`src/rtl/pc_fetch_ctrl.sv`:
```
// Purpose: instruction-fetch front end; holds the PC, keeps one memory request in flight, buffers one tagged instruction for decode.
// Latency: a request is issued the cycle after the previous response; the instruction is visible the cycle after imRvalid (at most one per 2 cycles).
// Backpressure: no request is issued unless the buffer is empty or draining that cycle, so a response never meets a full buffer.
// Optional: define PC_MISALIGN_CHK_EN to reject redirect targets with targetAddr[1:0]!=0 and raise misalign.
module pc_fetch_ctrl #(
    parameter logic [31:0] RESET_VECTOR = 32'h0000_0000
) (
    input  logic        clk,
    input  logic        reset,
    input  logic        branchTaken,
    input  logic [31:0] targetAddr,
    output logic        imReq,
    output logic [31:0] imAddr,
    input  logic        imGnt,
    input  logic        imRvalid,
    input  logic [31:0] imRdata,
    output logic        instrValid,
    output logic [31:0] instr,
    output logic [31:0] instrPC,
    input  logic        decReady
`ifdef PC_MISALIGN_CHK_EN
    ,
    output logic        misalign
`endif
);

    typedef enum logic [1:0] {
        BOOT = 2'd0,
        REQ  = 2'd1,
        WAIT = 2'd2,
        DROP = 2'd3
    } stateT;

    stateT       state;
    stateT       stateNext;
    logic [31:0] pcReg;
    logic        redirect;
    logic        misalignQ;
    logic        grant;
    logic        load;

`ifdef PC_MISALIGN_CHK_EN
    // A misaligned target is refused outright: no redirect, no flush.
    assign redirect = branchTaken & (targetAddr[1:0] == 2'b00);

    // Sticky misalign flag: set by a refused target, cleared only by an aligned redirect.
    always_ff @(posedge clk or posedge reset) begin
        if (reset) begin
            misalignQ <= 1'b0;
        end else if (redirect) begin
            misalignQ <= 1'b0;
        end else if (branchTaken) begin
            misalignQ <= 1'b1;
        end
    end

    assign misalign = misalignQ;
`else
    assign redirect  = branchTaken;
    assign misalignQ = 1'b0;
`endif

    assign imAddr = pcReg;
    assign grant  = imReq & imGnt;
    // Only WAIT owns a live response; DROP and post-reset strays are never loaded.
    assign load   = (state == WAIT) & imRvalid & ~redirect;

    // State register.
    always_ff @(posedge clk or posedge reset) begin
        if (reset) begin
            state <= BOOT;
        end else begin
            state <= stateNext;
        end
    end

    // Next state and request generation; redirect turns an in-flight fetch into a dropped one.
    always_comb begin
        stateNext = state;
        imReq     = 1'b0;
        case (state)
            BOOT: begin
                stateNext = redirect ? BOOT : REQ;
            end
            REQ: begin
                imReq = (~instrValid | decReady) & ~misalignQ;
                if (imReq & imGnt) begin
                    stateNext = redirect ? DROP : WAIT;
                end
            end
            WAIT: begin
                if (imRvalid) begin
                    stateNext = REQ;
                end else if (redirect) begin
                    stateNext = DROP;
                end
            end
            DROP: begin
                if (imRvalid) begin
                    stateNext = REQ;
                end
            end
            default: begin
                stateNext = BOOT;
            end
        endcase
    end

    // PC: redirect wins, otherwise advance by one word (mod 2^32) on every accepted instruction.
    always_ff @(posedge clk or posedge reset) begin
        if (reset) begin
            pcReg <= RESET_VECTOR;
        end else if (redirect) begin
            pcReg <= targetAddr;
        end else if (load) begin
            pcReg <= pcReg + 32'd4;
        end
    end

    // Output buffer: redirect flushes, a response loads (beating a same-cycle drain), a transfer drains.
    always_ff @(posedge clk or posedge reset) begin
        if (reset) begin
            instrValid <= 1'b0;
            instr      <= 32'h0;
            instrPC    <= 32'h0;
        end else if (redirect) begin
            instrValid <= 1'b0;
        end else if (load) begin
            instrValid <= 1'b1;
            instr      <= imRdata;
            instrPC    <= pcReg;
        end else if (instrValid & decReady) begin
            instrValid <= 1'b0;
        end
    end

    // Reading grant keeps the handshake term visible for waveform debug.
    logic unusedGrant;
    assign unusedGrant = grant;

endmodule
```
`config.mk`:
```
export PLATFORM = sky130hd
export DESIGN_NAME = pc_fetch_ctrl
export DESIGN_NICKNAME = d
export VERILOG_FILES = /design/src/rtl/pc_fetch_ctrl.sv
export SDC_FILE = /design/constraint.sdc
export NUM_CORES = 1
export LEC_CHECK = 0
export CAP_MARGIN = 20
export CORE_MARGIN = 1
export CORE_UTILIZATION = 39
export CTS_BUF_LIST = sky130_fd_sc_hd__clkbuf_8
export DETAILED_ROUTE_END_ITERATION = 12
export PLACE_DENSITY = 0.71
export SYNTH_ARGS = -nofsm -noshare
export SYNTH_HDL_FRONTEND = slang
export SYNTH_SLANG_ARGS = --single-unit
```
`constraint.sdc`:
```
create_clock -name clk -period 4.5 [get_ports clk]
set_clock_uncertainty 0.15 [all_clocks]
set_input_delay 0.9 -clock clk [delete_from_list [all_inputs] [get_ports clk]]
set_output_delay 0.9 -clock clk [all_outputs]
set_load 0.05 [all_outputs]
```
==> Word-level counts from Yosys, hierarchy flattened <==
Index checks and enable logic that the tools add are counted.
{ "totals": {"register_bits": 99, "latch_bits": 0, "ram_bits": 0, "rom_bits": 0, "inputBits": 70, "out_inout_bits": 98, "word_cells": 37, "memories": 0} }
{ "op_classes": {"n_addsub": 1, "n_mul": 0, "div_mod_pow": 0, "magnitude_cmp": 0, "eq_ne": 6, "shifts": 0, "muxes": 13, "bitwise": 7, "n_reduce_logical": 5} }
{ "op_table": {"columns": ["operator", "count"], "rows": [
  ["32-bit two-way mux", 2],
  ["32-bit by 3-bit adder with 32-bit output (second input constant)", 1],
  ["2-bit two-way mux", 4],
  ["2-bit one-hot mux with 4 select lines", 1],
  ["1-bit two-way mux", 6],
  ["1-bit bitwise AND", 4],
  ["2-bit equality test (second input constant)", 2],
  ["2-bit inequality test (second input constant)", 2],
  ["3-bit inequality test (second input constant)", 1],
  ["3-bit AND reduction", 1],
  ["3-bit nonzero test", 1],
  ["2-bit by 1-bit equality test with 1-bit output (second input constant)", 1],
  ["2-bit zero test", 1],
  ["1-bit NOT", 2],
  ["2-bit AND reduction", 1],
  ["2-bit nonzero test", 1],
  ["1-bit bitwise OR", 1]
]} }

==> Depth between registers and ports, before layout <==
Gate-level depths: netlist (run 1).
{ "depth": {"word_depth": 5, "depth_mapped": 7} }

==> Least setup slack after synthesis (run 1) <==
Ideal clock, no wire load.
{ "synth_timing": {"kind": "input -> output", "start": "input decReady", "end": "output imReq", "arrival_ps": 2142, "required_ps": 3450, "path_slack_ps": 1308, "cell_stages": 2, "path_cell_list": "nor2b_1 > nor3b_1"} }
{ "synth_via": {"elab_chain_cells": 2} }
{ "synth_lines": {"columns": ["element", "line_no", "text"], "rows": [
  ["start: declaration", "20", "input logic decReady"],
  ["1-bit bitwise OR", "86", "imReq = (~instrValid | decReady) & ~misalignQ;"],
  ["1-bit two-way mux", "81", "case (state)"],
  ["end: declaration", "12", "output logic imReq,"]
]} }
Every way passes these cells.

==> Final worst setup path (run 1) <==
Ends and elaborated chain as after synthesis.

==> run_results.csv, run 1 <==
group,metric,value,unit
status,status,"completed",
drt,drt-total-wl,10800,µm
sta,drv_slew,0,
critical_path,crit_type,"input port to primary output",
critical_path,path_cells,"clkdlybuf4s50_1, nor2b_1, nor3b_1, clkdlybuf4s50_1",
global_routing,antenna_found_initial,0,
sta,tightest_slew,0.853,ns
synth,ys.flop_type,"dfrtp_1",
synth,synth-seq-cells,99,
synth,yosysWarnings,0,
floorplanning,io_pins,168,
global_routing,met3_usage,4.64,%
finish,drive_gt1_share,18.1,%
power_and_ir_drop,power_density,638,nW/µm²
placed_design,dpl_worst_slack,0.832,ns
job,max_cap_viol_count,0,
floorplanning,coreArea,10900,µm²
drt,vias,3463,
sta,setup_tns,0,ns
placed_design,port_buffers,167,
drt,drt-initial-drc-count,117,
critical_path,critPathMostFrequentCell,"clkdlybuf4s50_1",
critical_path,slowest_delay,0.85,ns
power_and_ir_drop,power.total,4090,µW
synth,syn-num-nets,429,
critical_path,worstSetupStartpointType,"input port",
global_routing,use_met2,28.8,%
sta,grt_setup_unrepaired,"no",
sta,final-hold-violation-count,0,
clock_network,cts_tree,"yes",
critical_path,arrival,2.50,ns
clock_network,hold_buffers,0,
finish,final_cells,665,
critical_path,path_max_fanout,2,
synth,synth_area,4380,µm²
floorplanning,die_h,108,µm
critical_path,cp.required,3.45,ns
clock_network,h-tree-depth,3,
drt,drc_errors,0,
synth,yosysSeqAreaShare,56.5,%
drt,viasPerCell,5.21,
global_routing,busiest_layer,"met2",
global_routing,grt_pass1_vias,3372,
power_and_ir_drop,ir_worst_vdd,0.000400,V
global_routing,grt_max_degree,52,
clock_network,clk_path_buf_depth,2,
sta,relSlewSlack,42.8,%
critical_path,cp_slowest_cell,"clkdlybuf4s50_1",
clock_network,cts_made_buffers,9,
clock_network,cts_setup_buffers,0,
finish,num_antenna_cells,0,
synth,async_flop_share,100,%
floorplanning,die_area,11700,µm²
power_and_ir_drop,leakagePower,0.00258,µW
critical_path,crit_path_end_kind,"primary output",
drt,drtPass1Iterations,4,
global_routing,grtUsageTotal,19.1,%
placed_design,dp_cells,649,
finish,final_nets,591,
clock_network,clock_latency,0.37,ns
sta,finalWorstSetupSlack,0.947,ns
floorplanning,start_util,40.3,%
global_routing,grt_overflow,0,
synth,synth.distinct_cells,44,
sta,post-route-period-util,79.0,%
drt,antenna_left,0,
drt,wl_per_cell,16.3,µm
synth,netlist_instances,358,
sta,hold_ws,0.363,ns
clock_network,path_clk_slew,0.09,ns
placed_design,dpl.hpwl,7680,µm
clock_network,clockRootBuffer,"clkbuf_8",
synth,synth_edf_count,0,
placed_design,gp_congestion,0.789,
synth,avgSynthCellArea,12.2,µm²
hold_path,hold_class,"flip-flop to flip-flop",
finish,area_growth,46.0,%
global_routing,grt_pass1_wl,17200,µm
floorplanning,die_w,108,µm
clock_network,cts_resized,0,
floorplanning,rows,38,
sta,fin_crit,3.55,ns
clock_network,cts_sinks,99,
global_routing,use_met1,26.1,%
sta,finalSetupViolCount,0,
sta,timing.fmax,281,MHz
-- synth_stat cells (2+ instances only) --
master / number / area (µm²)
mux2_2: 66 / 743
dfrtp_1: 99 / 2480
nor3_1: 3 / 15.0
inv_1: 4 / 15.0
nor2_1: 22 / 82.6
o21ai_0: 15 / 75.1
or4_1: 16 / 120
buf_4: 3 / 22.5
buf_2: 7 / 35.0
nor2b_1: 2 / 12.5
buf_6: 2 / 22.5
o31ai_1: 13 / 97.6
nand2_1: 23 / 86.3
xnor2_1: 6 / 52.6
nand4_1: 8 / 50.1
nand3b_1: 2 / 15.0
a31oi_1: 17 / 106
and3_1: 3 / 18.8
xor2_1: 4 / 35.0
o41ai_1: 2 / 17.5
and4_1: 4 / 35.0
clkbuf_1: 8 / 30.0
nand3_1: 8 / 40.0
-- metrics by stage --
stage	cell area (µm²)	util (%)
after floorplan	4380	-
after global placement	6180	56.7
after detailed placement	6180	56.7
after CTS	6400	58.8
after global routing	6400	58.8
final	6400	58.8
-- sequential cells by signal (all words and copies together) (netlist names) --
| name | count |
|---|---|
| imAddr | 32 |
| instrPC | 32 |
| instr | 32 |
| state | 2 |
| instrValid | 1 |
-- logic make-up (layout without fill, tap and decap cells) --
kind of cell / Yosys count / after routing / synth area share [%]
flops: 99 / 99 / 56.5
mux: 67 / 67 / 17.2
xor+xnor: 10 / 10 / 2.00
compound gates: 51 / 51 / 7.42
fa+ha+maj: 1 / 1 / 0.285
simple gates: 104 / 104 / 13.6
buf+inv: 26 / 193 / 3.02
-- final timing paths --
path                                 startpoint                      to  slack (ns)  cells after the start
setup / recovery                       decReady                   imReq        0.95                      4
hold / removal             instr[9]$_DFFE_PP0P_    instr[9]$_DFFE_PP0P_        0.36                      1
setup reg to reg           state[0]$_DFFE_PP0P_  imAddr[29]$_DFFE_PP0P_        1.83                      4
hold reg to reg            instr[9]$_DFFE_PP0P_    instr[9]$_DFFE_PP0P_        0.36                      1
max in group asynchronous                 reset   instr[17]$_DFFE_PP0P_        2.57                      3
min in group asynchronous                 reset    instr[0]$_DFFE_PP0P_        0.81                      2
-- worst max-delay path, delay by kind of cell --
kind,cells,cell delay [ns]
buffers and inverters,2,1.31
and+or+nand+nor,2,0.30
-- report_power, final --
part / leakage, µW / internal [µW] / switching, µW
Clock: 0.000117 / 330 / 322
Combinational: 0.00124 / 759 / 1320
Sequential: 0.00122 / 1180 / 176
Total: 0.00258 / 2270 / 1820
-- routing by layer --
| layer | vias to the layer above | share of wire (%) |
|---|---|---|
| met2 | 121 | 45 |
| met3 | 16 | 7.2 |
| met5 | - | 0 |
| met4 | 0 | 2.1 |
| li1 | 1647 | - |
| met1 | 1679 | 45 |
-- cells in the final DEF, fill, tap and decap left out, types with 10 or more instances in the layout --
master	instances
clkdlybuf4s50_1	167
dfrtp_1	99
mux2_2	66
nand2_1	23
nor2_1	21
a31oi_1	17
or4_1	16
o21ai_0	15
o31ai_1	13
clkbuf_8	10
-- final cells by class --
class	instances	area [µm²]
clock buffer	10	138
clock inverter	6	87.6
fill	951	4490
inverter	5	21.3
multi-input combinational	233	1780
sequential	99	2480
tap	140	175
timing repair buffer	172	1720
(Power assumes the default switching activity.)
==> inputs of run 2 (changes only) <==
==> constraint.sdc (replaced) <==
create_clock -name clk -period 3.5 [get_ports clk]
set_clock_uncertainty 0.15 [all_clocks]
set_input_delay 0.7 -clock clk [delete_from_list [all_inputs] [get_ports clk]]
set_output_delay 0.7 -clock clk [all_outputs]
set_load 0.05 [all_outputs]
==> run_results.csv, run 2 (synthesis results as in run 1) <==
group,metric,value,unit
power_and_ir_drop,power_density,814,nW/µm²
power_and_ir_drop,leakagePower,0.00258,µW
job,max_cap_viol_count,0,
global_routing,grt_overflow,0,
drt,drt-initial-drc-count,147,
placed_design,dpl.hpwl,7720,µm
clock_network,clk_path_buf_depth,2,
hold_path,hold_class,"flip-flop to flip-flop",
sta,setup_tns,0,ns
critical_path,cp_slowest_cell,"clkdlybuf4s50_1",
clock_network,path_clk_slew,0.09,ns
finish,mostFrequentLayoutCells,"clkdlybuf4s50_1 (166), dfrtp_1 (99), mux2_2 (66), nand2_1 (23), nor2_1 (21)",
finish,final_common_cell,"clkdlybuf4s50_1",
clock_network,cts_made_buffers,9,
finish,multi_input_area,1780,µm²
critical_path,path_max_fanout,8,
clock_network,h-tree-depth,3,
global_routing,grtUsageTotal,19.4,%
drt,antenna_left,0,
placed_design,dp_cells,651,
finish,fillers,930,
floorplanning,die_area,11700,µm²
global_routing,antenna_found_initial,0,
clock_network,clockRootBuffer,"clkbuf_8",
placed_design,dpl_worst_slack,0.757,ns
floorplanning,die_w,108,µm
sta,tightest_slew,0.548,ns
clock_network,cts_tree,"yes",
critical_path,worstSetupStartpointType,"flip-flop",
clock_network,clock_latency,0.37,ns
drt,viasPerCell,5.22,
critical_path,path_cells,"clkdlybuf4s50_1",
sta,finalWorstSetupSlack,0.813,ns
sta,hold_ws,0.362,ns
clock_network,cts_resized,0,
clock_network,hold_buffers,0,
finish,seq_area,2480,µm²
placed_design,gp_congestion,0.752,
finish,final_cells,667,
global_routing,grt_pass1_vias,3491,
clock_network,cts_setup_buffers,0,
finish,area_growth,46.4,%
sta,post-route-period-util,76.8,%
sta,drv_slew,0,
global_routing,grt_pass1_wl,17600,µm
sta,fin_crit,2.69,ns
drt,drtPass1Iterations,4,
power_and_ir_drop,ir_worst_vdd,0.000473,V
sta,relSlewSlack,63.3,%
power_and_ir_drop,power.total,5220,µW
finish,final_nets,593,
floorplanning,coreArea,10900,µm²
finish,num_antenna_cells,0,
drt,vias,3483,
drt,drc_errors,0,
drt,wl_per_cell,16.3,µm
floorplanning,io_pins,168,
critical_path,critPathTopFamily,"buffers and inverters",
critical_path,arrival,1.84,ns
floorplanning,start_util,40.3,%
critical_path,path_buf_inv,1,
floorplanning,die_h,108,µm
sta,grt_setup_unrepaired,"no",
critical_path,crit_path_end_kind,"primary output",
global_routing,grt_max_degree,69,
critical_path,slowest_delay,0.88,ns
critical_path,cp.required,2.65,ns
finish,drive_gt1_share,18.6,%
status,status,"completed",
placed_design,port_buffers,167,
clock_network,cts_sinks,99,
critical_path,crit_type,"flip-flop to primary output",
sta,finalSetupViolCount,0,
sta,timing.fmax,372,MHz
sta,final-hold-violation-count,0,
floorplanning,rows,38,
drt,drt-total-wl,10900,µm
run 2: cell types whose count changed in the layout (fill, tap and decap cells not counted), sizes merged:
cell	before	now
clkdlybuf4s50	167	166
clkbuf	10	9
clkinvlp	0	1
buf	5	8
run 2: cell type report:
| type | instances | area share [%] |
|---|---|---|
| Clock inverter | 7 | 1.42 |
| Tap cell | 140 | 2.73 |
| Inverter | 5 | 0.331 |
| Clock buffer | 9 | 1.93 |
| Timing Repair Buffer | 174 | 27.2 |
| Sequential cell | 99 | 38.6 |
| Multi-Input combinational cell | 233 | 27.8 |
run 2: power by group:
group	switching [µW]	internal (µW)	total (µW)
Combinational	1700	977	2680
Clock	402	401	804
Sequential	227	1510	1740
run 2: through the flow:
stage | utilization [%] | area, µm²
2_1_floorplan | - | 4380
3_3_place_gp | 57.0 | 6200
3_5_place_dp | 57.0 | 6200
4_1_cts | 58.9 | 6420
5_1_grt | 58.9 | 6420
6_report | 58.9 | 6420
run 2: path summary, 6_finish.rpt:
| path | startpoint | to | slack [ns] | cells past startpoint |
|---|---|---|---|---|
| worst max-delay path | imAddr[12]$_DFFE_PP0P_ | imAddr[12] | 0.81 | 1 |
| worst min-delay path | instr[27]$_DFFE_PP0P_ | instr[27]$_DFFE_PP0P_ | 0.36 | 1 |
| worst max register to register | imAddr[4]$_DFFE_PP0P_ | imAddr[18]$_DFFE_PP0P_ | 1.32 | 4 |
| worst min register to register | instr[27]$_DFFE_PP0P_ | instr[27]$_DFFE_PP0P_ | 0.36 | 1 |
| max in group asynchronous | reset | instrPC[2]$_DFFE_PP0P_ | 1.95 | 3 |
| min in group asynchronous | reset | instr[2]$_DFFE_PP0P_ | 0.53 | 2 |
run 2: per-layer routing:
metal / vias up / global-route usage (%) / routed length (µm)
met5: - / 0 / 0
met4: 0 / 9.30 / 273
met1: 1695 / 25.4 / 4750
met2: 122 / 30.3 / 5140
met3: 21 / 4.76 / 719
li1: 1645 / - / -
